--- config.mk ---
export PLATFORM = sky130hd
export DESIGN_NAME = request_scheduler_flat
export DESIGN_NICKNAME = d
export VERILOG_FILES = /design/src/rtl/request_scheduler_if.sv /design/src/rtl/request_scheduler.sv /design/src/flat_wrapper.sv
export SDC_FILE = /design/constraint.sdc
export NUM_CORES = 1
export LEC_CHECK = 0
export CORE_ASPECT_RATIO = 1.1
export CORE_UTILIZATION = 50
export DETAILED_ROUTE_END_ITERATION = 10
export PLACE_DENSITY = 0.74
export REMOVE_ABC_BUFFERS = 1
export SLEW_MARGIN = 15
export SYNTH_ARGS = -nofsm -noshare
export SYNTH_HDL_FRONTEND = slang
export SYNTH_SLANG_ARGS = --single-unit
--- constraint.sdc ---
create_clock -name clk -period 2.7 [get_ports clk]
set_clock_uncertainty 0.15 [all_clocks]
set_input_delay 0.405 -clock clk [delete_from_list [all_inputs] [get_ports clk]]
set_output_delay 0.405 -clock clk [all_outputs]
set_load 0.01 [all_outputs]
--- src/rtl/request_scheduler_if.sv ---
// Request/sensor/transmit signal bundle for request_scheduler.
// slave is the scheduler's view; master is the driving side.
interface request_scheduler_if;
    logic       rx_valid;
    logic [7:0] rx_cmd;
    logic [7:0] rx_addr;
    logic       sens_start;
    logic [4:0] sens_addr;
    logic       sens_done;
    logic       sens_error;
    logic [7:0] sens_hum;
    logic [7:0] sens_temp;
    logic       tx_start;
    logic [7:0] tx_cmd;
    logic [7:0] tx_val;
    logic       tx_busy;
    logic       cont_active;
    logic       overflow;

    modport slave (
        input  rx_valid, rx_cmd, rx_addr, sens_done, sens_error, sens_hum, sens_temp, tx_busy,
        output sens_start, sens_addr, tx_start, tx_cmd, tx_val, cont_active, overflow
    );

    modport master (
        output rx_valid, rx_cmd, rx_addr, sens_done, sens_error, sens_hum, sens_temp, tx_busy,
        input  sens_start, sens_addr, tx_start, tx_cmd, tx_val, cont_active, overflow
    );
endinterface

--- src/rtl/request_scheduler.sv ---
// Sensor request scheduler: decodes two-byte host requests, runs sensor transactions,
// answers through the transmitter, and polls in continuous mode.
module request_scheduler #(
    parameter int unsigned NUM_ADDR       = 32,
    parameter int unsigned POLL_PERIOD    = 50_000_000,
    parameter int unsigned SENSOR_TIMEOUT = 2_000_000
) (
    input  logic                 clk,
    input  logic                 rst_n,
    request_scheduler_if.slave   bus
);
    typedef enum logic [2:0] {IDLE, DECODE, SENSE_REQ, SENSE_WAIT, SEND, SEND_WAIT} state_t;

    localparam logic [31:0] POLL_LAST = 32'(POLL_PERIOD - 1);
    localparam logic [31:0] TO_LAST   = 32'(SENSOR_TIMEOUT - 1);

    state_t      state_q, state_d;
    logic        pend_valid_q, pend_valid_d;
    logic [7:0]  pend_cmd_q, pend_cmd_d, pend_addr_q, pend_addr_d;
    logic [7:0]  cur_cmd_q, cur_cmd_d, cur_addr_q, cur_addr_d;
    logic [7:0]  resp_cmd_q, resp_cmd_d, resp_val_q, resp_val_d;
    logic        cont_active_q, cont_active_d, cont_hum_q, cont_hum_d;
    logic [4:0]  cont_addr_q, cont_addr_d;
    logic [31:0] poll_cnt_q, poll_cnt_d, to_cnt_q, to_cnt_d;
    logic        sens_start_q, sens_start_d;
    logic [4:0]  sens_addr_q, sens_addr_d;
    logic        tx_start_q, tx_start_d;
    logic [7:0]  tx_cmd_q, tx_cmd_d, tx_val_q, tx_val_d;
    logic        busy_seen_q, busy_seen_d;
    logic        overflow_q, overflow_d;
    logic        pend_take, poll_restart, poll_expired, cur_is_cont;

    assign poll_expired = (poll_cnt_q == POLL_LAST);
    assign cur_is_cont  = (cur_cmd_q == 8'h03) || (cur_cmd_q == 8'h04);

    always_comb begin
        state_d       = state_q;
        pend_valid_d  = pend_valid_q;
        pend_cmd_d    = pend_cmd_q;
        pend_addr_d   = pend_addr_q;
        cur_cmd_d     = cur_cmd_q;
        cur_addr_d    = cur_addr_q;
        resp_cmd_d    = resp_cmd_q;
        resp_val_d    = resp_val_q;
        cont_active_d = cont_active_q;
        cont_hum_d    = cont_hum_q;
        cont_addr_d   = cont_addr_q;
        poll_cnt_d    = poll_cnt_q;
        to_cnt_d      = to_cnt_q;
        sens_start_d  = 1'b0;
        sens_addr_d   = sens_addr_q;
        tx_start_d    = 1'b0;
        tx_cmd_d      = tx_cmd_q;
        tx_val_d      = tx_val_q;
        busy_seen_d   = busy_seen_q;
        overflow_d    = overflow_q;
        pend_take     = 1'b0;
        poll_restart  = 1'b0;

        case (state_q)
            IDLE: begin
                if (pend_valid_q) begin
                    pend_take  = 1'b1;
                    cur_cmd_d  = pend_cmd_q;
                    cur_addr_d = pend_addr_q;
                    state_d    = DECODE;
                end else if (cont_active_q && poll_expired) begin
                    // A poll replays the latched continuous request as if it were new.
                    cur_cmd_d  = cont_hum_q ? 8'h04 : 8'h03;
                    cur_addr_d = {3'b000, cont_addr_q};
                    state_d    = SENSE_REQ;
                end
            end
            DECODE: begin
                if (cur_cmd_q > 8'h05 || 32'(cur_addr_q) >= NUM_ADDR) begin
                    resp_cmd_d = 8'hEE;
                    resp_val_d = cur_cmd_q;
                    state_d    = SEND;
                end else if (cur_cmd_q == 8'h05) begin
                    cont_active_d = 1'b0;
                    resp_cmd_d    = 8'h0A;
                    resp_val_d    = 8'h00;
                    state_d       = SEND;
                end else begin
                    state_d = SENSE_REQ;
                end
            end
            SENSE_REQ: begin
                sens_start_d = 1'b1;
                sens_addr_d  = cur_addr_q[4:0];
                to_cnt_d     = '0;
                poll_restart = cur_is_cont;
                state_d      = SENSE_WAIT;
            end
            SENSE_WAIT: begin
                if (bus.sens_done && !bus.sens_error) begin
                    case (cur_cmd_q)
                        8'h00:        begin resp_cmd_d = 8'h07; resp_val_d = 8'h00;         end
                        8'h01, 8'h03: begin resp_cmd_d = 8'h09; resp_val_d = bus.sens_temp; end
                        default:      begin resp_cmd_d = 8'h08; resp_val_d = bus.sens_hum;  end
                    endcase
                    if (cur_is_cont) begin
                        cont_active_d = 1'b1;
                        cont_hum_d    = (cur_cmd_q == 8'h04);
                        cont_addr_d   = cur_addr_q[4:0];
                    end
                    state_d = SEND;
                end else if (bus.sens_done || to_cnt_q == TO_LAST) begin
                    resp_cmd_d    = 8'h1F;
                    resp_val_d    = 8'h00;
                    cont_active_d = 1'b0;
                    state_d       = SEND;
                end else begin
                    to_cnt_d = to_cnt_q + 32'd1;
                end
            end
            SEND: begin
                if (!bus.tx_busy) begin
                    tx_cmd_d    = resp_cmd_q;
                    tx_val_d    = resp_val_q;
                    tx_start_d  = 1'b1;
                    busy_seen_d = 1'b0;
                    state_d     = SEND_WAIT;
                end
            end
            SEND_WAIT: begin
                if (bus.tx_busy) begin
                    busy_seen_d = 1'b1;
                end else if (busy_seen_q) begin
                    state_d = IDLE;
                end
            end
            default: state_d = IDLE;
        endcase

        // Consumption and capture may coincide, so a full-but-draining buffer still accepts.
        if (bus.rx_valid) begin
            if (!pend_valid_q || pend_take) begin
                pend_valid_d = 1'b1;
                pend_cmd_d   = bus.rx_cmd;
                pend_addr_d  = bus.rx_addr;
            end else begin
                overflow_d = 1'b1;
            end
        end else if (pend_take) begin
            pend_valid_d = 1'b0;
        end

        // Saturates at expiry so a late-serviced poll never stacks up.
        if (!cont_active_q || poll_restart) begin
            poll_cnt_d = '0;
        end else if (!poll_expired) begin
            poll_cnt_d = poll_cnt_q + 32'd1;
        end
    end

    always_ff @(posedge clk or negedge rst_n) begin
        if (!rst_n) begin
            state_q       <= IDLE;
            pend_valid_q  <= 1'b0;
            pend_cmd_q    <= '0;
            pend_addr_q   <= '0;
            cur_cmd_q     <= '0;
            cur_addr_q    <= '0;
            resp_cmd_q    <= '0;
            resp_val_q    <= '0;
            cont_active_q <= 1'b0;
            cont_hum_q    <= 1'b0;
            cont_addr_q   <= '0;
            poll_cnt_q    <= '0;
            to_cnt_q      <= '0;
            sens_start_q  <= 1'b0;
            sens_addr_q   <= '0;
            tx_start_q    <= 1'b0;
            tx_cmd_q      <= '0;
            tx_val_q      <= '0;
            busy_seen_q   <= 1'b0;
            overflow_q    <= 1'b0;
        end else begin
            state_q       <= state_d;
            pend_valid_q  <= pend_valid_d;
            pend_cmd_q    <= pend_cmd_d;
            pend_addr_q   <= pend_addr_d;
            cur_cmd_q     <= cur_cmd_d;
            cur_addr_q    <= cur_addr_d;
            resp_cmd_q    <= resp_cmd_d;
            resp_val_q    <= resp_val_d;
            cont_active_q <= cont_active_d;
            cont_hum_q    <= cont_hum_d;
            cont_addr_q   <= cont_addr_d;
            poll_cnt_q    <= poll_cnt_d;
            to_cnt_q      <= to_cnt_d;
            sens_start_q  <= sens_start_d;
            sens_addr_q   <= sens_addr_d;
            tx_start_q    <= tx_start_d;
            tx_cmd_q      <= tx_cmd_d;
            tx_val_q      <= tx_val_d;
            busy_seen_q   <= busy_seen_d;
            overflow_q    <= overflow_d;
        end
    end

    assign bus.sens_start  = sens_start_q;
    assign bus.sens_addr   = sens_addr_q;
    assign bus.tx_start    = tx_start_q;
    assign bus.tx_cmd      = tx_cmd_q;
    assign bus.tx_val      = tx_val_q;
    assign bus.cont_active = cont_active_q;
    assign bus.overflow    = overflow_q;
endmodule
--- src/flat_wrapper.sv ---
// flat-port wrapper written by rule: the top's interface ports become plain ports
module request_scheduler_flat 
#(
    parameter int unsigned NUM_ADDR       = 32,
    parameter int unsigned POLL_PERIOD    = 50_000_000,
    parameter int unsigned SENSOR_TIMEOUT = 2_000_000
)
  (clk, rst_n, bus_rx_valid, bus_rx_cmd, bus_rx_addr, bus_sens_done, bus_sens_error, bus_sens_hum, bus_sens_temp, bus_tx_busy, bus_sens_start, bus_sens_addr, bus_tx_start, bus_tx_cmd, bus_tx_val, bus_cont_active, bus_overflow);
  request_scheduler_if bus_i ();
  input  logic clk;
  input  logic rst_n;
  input wire logic [$bits(bus_i.rx_valid)-1:0] bus_rx_valid;
  input wire logic [$bits(bus_i.rx_cmd)-1:0] bus_rx_cmd;
  input wire logic [$bits(bus_i.rx_addr)-1:0] bus_rx_addr;
  input wire logic [$bits(bus_i.sens_done)-1:0] bus_sens_done;
  input wire logic [$bits(bus_i.sens_error)-1:0] bus_sens_error;
  input wire logic [$bits(bus_i.sens_hum)-1:0] bus_sens_hum;
  input wire logic [$bits(bus_i.sens_temp)-1:0] bus_sens_temp;
  input wire logic [$bits(bus_i.tx_busy)-1:0] bus_tx_busy;
  output wire logic [$bits(bus_i.sens_start)-1:0] bus_sens_start;
  output wire logic [$bits(bus_i.sens_addr)-1:0] bus_sens_addr;
  output wire logic [$bits(bus_i.tx_start)-1:0] bus_tx_start;
  output wire logic [$bits(bus_i.tx_cmd)-1:0] bus_tx_cmd;
  output wire logic [$bits(bus_i.tx_val)-1:0] bus_tx_val;
  output wire logic [$bits(bus_i.cont_active)-1:0] bus_cont_active;
  output wire logic [$bits(bus_i.overflow)-1:0] bus_overflow;
  assign bus_i.rx_valid = bus_rx_valid;
  assign bus_i.rx_cmd = bus_rx_cmd;
  assign bus_i.rx_addr = bus_rx_addr;
  assign bus_i.sens_done = bus_sens_done;
  assign bus_i.sens_error = bus_sens_error;
  assign bus_i.sens_hum = bus_sens_hum;
  assign bus_i.sens_temp = bus_sens_temp;
  assign bus_i.tx_busy = bus_tx_busy;
  assign bus_sens_start = bus_i.sens_start;
  assign bus_sens_addr = bus_i.sens_addr;
  assign bus_tx_start = bus_i.tx_start;
  assign bus_tx_cmd = bus_i.tx_cmd;
  assign bus_tx_val = bus_i.tx_val;
  assign bus_cont_active = bus_i.cont_active;
  assign bus_overflow = bus_i.overflow;
  request_scheduler #(.NUM_ADDR(NUM_ADDR), .POLL_PERIOD(POLL_PERIOD), .SENSOR_TIMEOUT(SENSOR_TIMEOUT)) u_core (.clk(clk), .rst_n(rst_n), .bus(bus_i));
endmodule
* Word level (Yosys, flattened, before mapping)
Index checks and enable logic that the tools add are counted.
** Cells by class
- Add/sub/neg operators :: 2
- Order comparisons :: 2
- Eq/ne operators :: 25
- Muxes and demuxes :: 50
- Bitwise gates (word level) :: 2
- Reductions and logical operators :: 29
** Operators with widths (count)
- $mux 32 :: 4
- $mux 8 :: 12
- $add 32x1->32 const B :: 2
- $pmux 32 s2 :: 1
- $pmux 8 s2 :: 3
- $eq 32x21->1 const B :: 1
- $eq 32x26->1 const B :: 1
- $mux 3 :: 10
- $pmux 3 s6 :: 1
- $eq 8x3->1 const B :: 2
- $mux 1 :: 16
- $ne 2x2->1 const B :: 7
- $reduce_and 3->1 :: 4
- $reduce_and 2->1 :: 5
- $reduce_and 5->1 :: 2
- $reduce_bool 2->1 :: 5
- $ne 3x1->1 const B :: 3
- $eq 8x1->1 const B :: 1
- $eq 8x2->1 const B :: 1
- $ge 8x6->1 const B :: 1
- $gt 8x3->1 const B :: 1
- $logic_not 8->1 :: 1
- $pmux 4 s2 :: 1
- $eq 3x2->1 const B :: 2
- 11 further kinds :: 23
** Word-level totals
- Register bits :: 148
- Output and inout bits :: 25
- Logic and storage cells :: 130

* Depth between registers and ports, before layout
- Depth after elaboration :: 5
- Depth in mapped cells :: 8
- Gate-level depth less buffers :: 6

* Worst setup path before layout
No wires, ideal clock.
- Path kind :: flip-flop to flip-flop
- Start :: register u_core.cur_cmd_q[7]
- End :: register u_core.resp_val_q[4]
- Arrival :: 2142 ps
- Required time :: 2425 ps
- Path slack :: 283 ps
- Cell stages (with the launch flop) :: 7
- Clock period less this slack :: 2417 ps
- Cell sequence :: dfrtp_1 or4_1 nor2_1 a311oi_1 o21ai_1 buf_2 mux2_2
** Between the ends
- Longest elaborated chain between the ends :: 5
- Elaborated cells on any way between the ends :: 13
** Ends and longest elaborated chain
- start: declaration :: line request_scheduler.sv:20 : logic [7:0] cur_cmd_q, cur_cmd_d, cur_addr_q, cur_addr_d;
- start signal: assignment :: line request_scheduler.sv:184 : cur_cmd_q <= cur_cmd_d;
- branches (longest 5 deep; another with $gt 8x3->1)
- end signal: assignment :: line request_scheduler.sv:187 : resp_val_q <= resp_val_d;
- end: declaration :: line request_scheduler.sv:21 : logic [7:0] resp_cmd_q, resp_cmd_d, resp_val_q, resp_val_d;
Several ways; the timed one is not identified.
A chain may end at the register's enable or synchronous reset.

* Worst setup path in the final report
- Start :: register u_core.cur_cmd_q[7]
- End :: register u_core.resp_val_q[7]
Same word-level chain as after synthesis.

==> impl_metrics.toml <==
[floorplanning]
placement_rows = 44
initial_utilization_pct = 51.70
die-height_um = 125.1
overall_die_area_um2 = 14250
coreArea_um2 = 13320
num_io_pins = 63
die_w_um = 113.9

[logic_synthesis]
ys_top_cells_by_area = "sky130_fd_sc_hd__dfrtp_1 (52%), sky130_fd_sc_hd__mux2_2 (6.2%), sky130_fd_sc_hd__nand2_1 (2.8%), sky130_fd_sc_hd__a21oi_1 (2.8%), sky130_fd_sc_hd__o21ai_0 (2.8%)"
syn-mean-instance-area_um2 = 10.36
synth.ff_latch_count = 144
yosysTopAreaCell = "sky130_fd_sc_hd__dfrtp_1"
synth-warning-count = 0
ys_dominant_reg_cell = "sky130_fd_sc_hd__dfrtp_1"
synth_enable_flop_cells = 0
post_synth_inst_count = 665
yosys.cell_types.count = 65
syn_area_um2 = 6888
yosysSeqAreaShare_pct = 52.32
synthArstFlopShare_pct = 100.0
synth_largest_type_area_fraction_pct = 52.32

[clock_tree]
cts_sinks = 144
cts_max_path_buffers = 2
clock_insertion_delay_worst_skew_ps = 420
clock_slew_seen_by_the_registers_of_the_worst_setup_and_hold_paths_ps = 60
cts-root-buf = "sky130_fd_sc_hd__clkbuf_16"
htreeDepth = 4
postCtsSetupBuffers = 0
cts_tree = "built"
tritoncts.num_buffers = 17

[power_and_ir_drop]
seq_power_share_pct = 41.6
power.combinational.fraction_pct = 28.1
netSwitchingFraction_pct = 31.69
power_frac_clock_pct = 30.2
cellPowerDensity_nw_per_um2 = 895.3
vdd_drop_max_uv = 644.4
int_pwr_uw = 5135
net-switching-power_uw = 2383
total_leakage_power_uw = 0.003479

[final_layout]
area_growth_syn_to_layout_pct = 21.91
ant_diodes = 0
layout.cell_area.non_filler_um2 = 8397
drive_gt1_share_pct = 15.09
filler_cell_count = 1063
most-common-layout-cells = "sky130_fd_sc_hd__dfrtp_1 (144), sky130_fd_sc_hd__clkdlybuf4s50_1 (61), sky130_fd_sc_hd__nand2_1 (51)"
post_layout_nonfiller_instances = 933
nets_finish = 776
layout.cells.most_common = "sky130_fd_sc_hd__dfrtp_1"

[drt]
drt.antenna.violating_nets = 0
drt_first_iter_violations = 473
drc = 0
route.detailed.wl_per_inst_um = 16.84
totalWireLength_mm = 15.71
dr_total_vias = 5552
vias_per_cell = 5.951
drt_pass1_iterations = 5

[placement]
place_ws_ps = 89.05
port_buffers = 62
placedCellCount = 900
post_placement_cell_area_um2 = 7816
hpwl_mm = 10.96
gp_congestion = 0.8558

[timing]
fmax_mhz = 395.4
report.final.slew_viol_count = 0
count_of_endpoints_failing_hold_in_the_final_timing_report = 0
timing.setup.tns_ps = 0
worst-slew-pin-transition_ps = 662.3
final_critical_path_setup_slack_ps = 170.7
worst_slew_margin_rel_pct = 55.74
timing.final.crit_period_ps = 2529
finalCritPeriodShare_pct = 93.68
setup_viol = 0
setup_repair_after_global_routing_missed_its_margin = "false"
holdWs_ps = 253.3

[grt]
grt_pass1_wl_mm = 26.83
number_of_antenna_violations_at_the_first_check_in_global_routing = 0
largest_net_degree_at_the_start_of_global_routing = 65
grt_usage_pct = 23.65
grt_pass1_vias = 5505
overflow = 0

[setup_path]
critical_path_arrival_ps = 2740
critPathLaunchType = "register"
critical_path_peak_fanout = 9
cp-end-kind = "register"
critPathKind = "reg -> reg"
timing.critical_path.required_ps = 2910

[run]
timing.max_cap.violations = 0

[min_path]
min-delay-path-class = "in -> async"

[run_status]
outcome = "complete, no violations"
-- worst max-delay path: stages, from the launching register on --
cell and delay, ps:
sky130_fd_sc_hd__dfrtp_1 390, sky130_fd_sc_hd__or4_1 580, sky130_fd_sc_hd__or2_0 390, sky130_fd_sc_hd__nor4b_4 560
sky130_fd_sc_hd__a221o_1 250, sky130_fd_sc_hd__mux2_2 150
-- cells in the mapped netlist (2+ instances only) --
cell type and n:
sky130_fd_sc_hd__buf_4 2, sky130_fd_sc_hd__nor2b_1 6, sky130_fd_sc_hd__nor4bb_1 3, sky130_fd_sc_hd__o31ai_1 5, sky130_fd_sc_hd__o21ai_0 38, sky130_fd_sc_hd__and4_1 4
sky130_fd_sc_hd__o21ai_1 2, sky130_fd_sc_hd__o211ai_1 5, sky130_fd_sc_hd__or4_1 12, sky130_fd_sc_hd__ha_1 2, sky130_fd_sc_hd__and2_1 7, sky130_fd_sc_hd__dfrtp_1 144
sky130_fd_sc_hd__a222oi_1 3, sky130_fd_sc_hd__and4_2 2, sky130_fd_sc_hd__or2_2 2, sky130_fd_sc_hd__nor3_1 13, sky130_fd_sc_hd__nand4_1 16, sky130_fd_sc_hd__nand2b_1 3
sky130_fd_sc_hd__clkbuf_1 22, sky130_fd_sc_hd__o221a_2 2, sky130_fd_sc_hd__nor2_1 44, sky130_fd_sc_hd__mux2_2 38, sky130_fd_sc_hd__mux2i_1 4, sky130_fd_sc_hd__a221o_1 5
sky130_fd_sc_hd__buf_2 6, sky130_fd_sc_hd__buf_1 3, sky130_fd_sc_hd__o22ai_1 7, sky130_fd_sc_hd__nor4b_1 5, sky130_fd_sc_hd__xor2_1 11, sky130_fd_sc_hd__nor4_1 26
sky130_fd_sc_hd__nor3b_1 2, sky130_fd_sc_hd__inv_1 19, sky130_fd_sc_hd__a21oi_1 38, sky130_fd_sc_hd__nand2_1 51, sky130_fd_sc_hd__xnor2_1 20, sky130_fd_sc_hd__or3_1 27
sky130_fd_sc_hd__and3_1 6, sky130_fd_sc_hd__a22o_1 9, sky130_fd_sc_hd__nand3_1 25
-- power groups by stage --
stage | Combinational, µW | Clock [µW] | Sequential, µW
floorplan | 1190 | 0 | 3090
global placement | 2040 | 0 | 3130
detailed placement | 2110 | 0 | 3150
CTS | 2130 | 2300 | 3120
global route | 2320 | 2390 | 3200
finish | 2120 | 2270 | 3130
-- metal layers --
| metal | part of all wire [%] | GRT usage, % | wire, µm |
|---|---|---|---|
| met1 | 45 | 31.28 | 7028 |
| met4 | 2.2 | 9.778 | 339 |
| met2 | 49 | 38.27 | 7746 |
| met3 | 3.8 | 4.411 | 595 |
| met5 | 0 | 0 | 0 |
-- final timing paths --
| kind | startpoint | to | slack (ps) | depth (start not counted) |
|---|---|---|---|---|
| min | rst_n | u_core.bus.tx_start | 250 | 2 |
| min reg2reg | u_core.bus.sens_addr[3] | u_core.bus.sens_addr[3] | 340 | 2 |
| min in group clk | u_core.bus.sens_addr[3] | u_core.bus.sens_addr[3] | 340 | 2 |
| max in group asynchronous | rst_n | u_core.poll_cnt_q[10] | 1450 | 3 |
| max reg2reg | u_core.cur_cmd_q[7] | u_core.resp_val_q[7] | 170 | 5 |
| max | u_core.cur_cmd_q[7] | u_core.resp_val_q[7] | 170 | 5 |
-- registers in the layout, indices dropped and copies added, names as in the netlist, 8 cells and up --
register and flops:
u_core.bus.tx_val 8, u_core.cur_addr_q 8, u_core.cur_cmd_q 8, u_core.pend_addr_q 8, u_core.pend_cmd_q 8, u_core.poll_cnt_q 32, u_core.resp_val_q 8, u_core.to_cnt_q 32
-- metrics by stage --
stage	util (%)	total power, µW
floorplan	-	4281
global placement	58.67	5171
detailed placement	58.67	5262
CTS	63.03	7557
global route	63.03	7907
finish	63.03	7518
-- timing repair --
item | in CTS | in global routing
hold buffers | 1 | 0
endpoints found under the hold margin | 20 | 0
resized for setup | 0 | 0
-- logic make-up (layout without fill, tap and decap cells) --
logic type	after synthesis	count (layout)	synth area share (%)
simple gates	268	268	22.07
mux	42	42	6.794
buf+inv	54	138	3.288
fa+ha+maj	2	2	0.3632
compound gates	124	124	11.23
xor+xnor	31	31	3.942
flops	144	144	52.32
-- layout make-up --
type / instances / area (µm²) / area share (%)
timing repair buffer: 87 / 837.1 / 9.969
tap: 184 / 230.2 / 2.742
multi-input combinational: 467 / 3084 / 36.73
inverter: 19 / 71.32 / 0.8494
clock buffer: 20 / 446.7 / 5.320
sequential: 144 / 3603 / 42.91
clock inverter: 12 / 123.9 / 1.475
(Power assumes the default switching activity.)
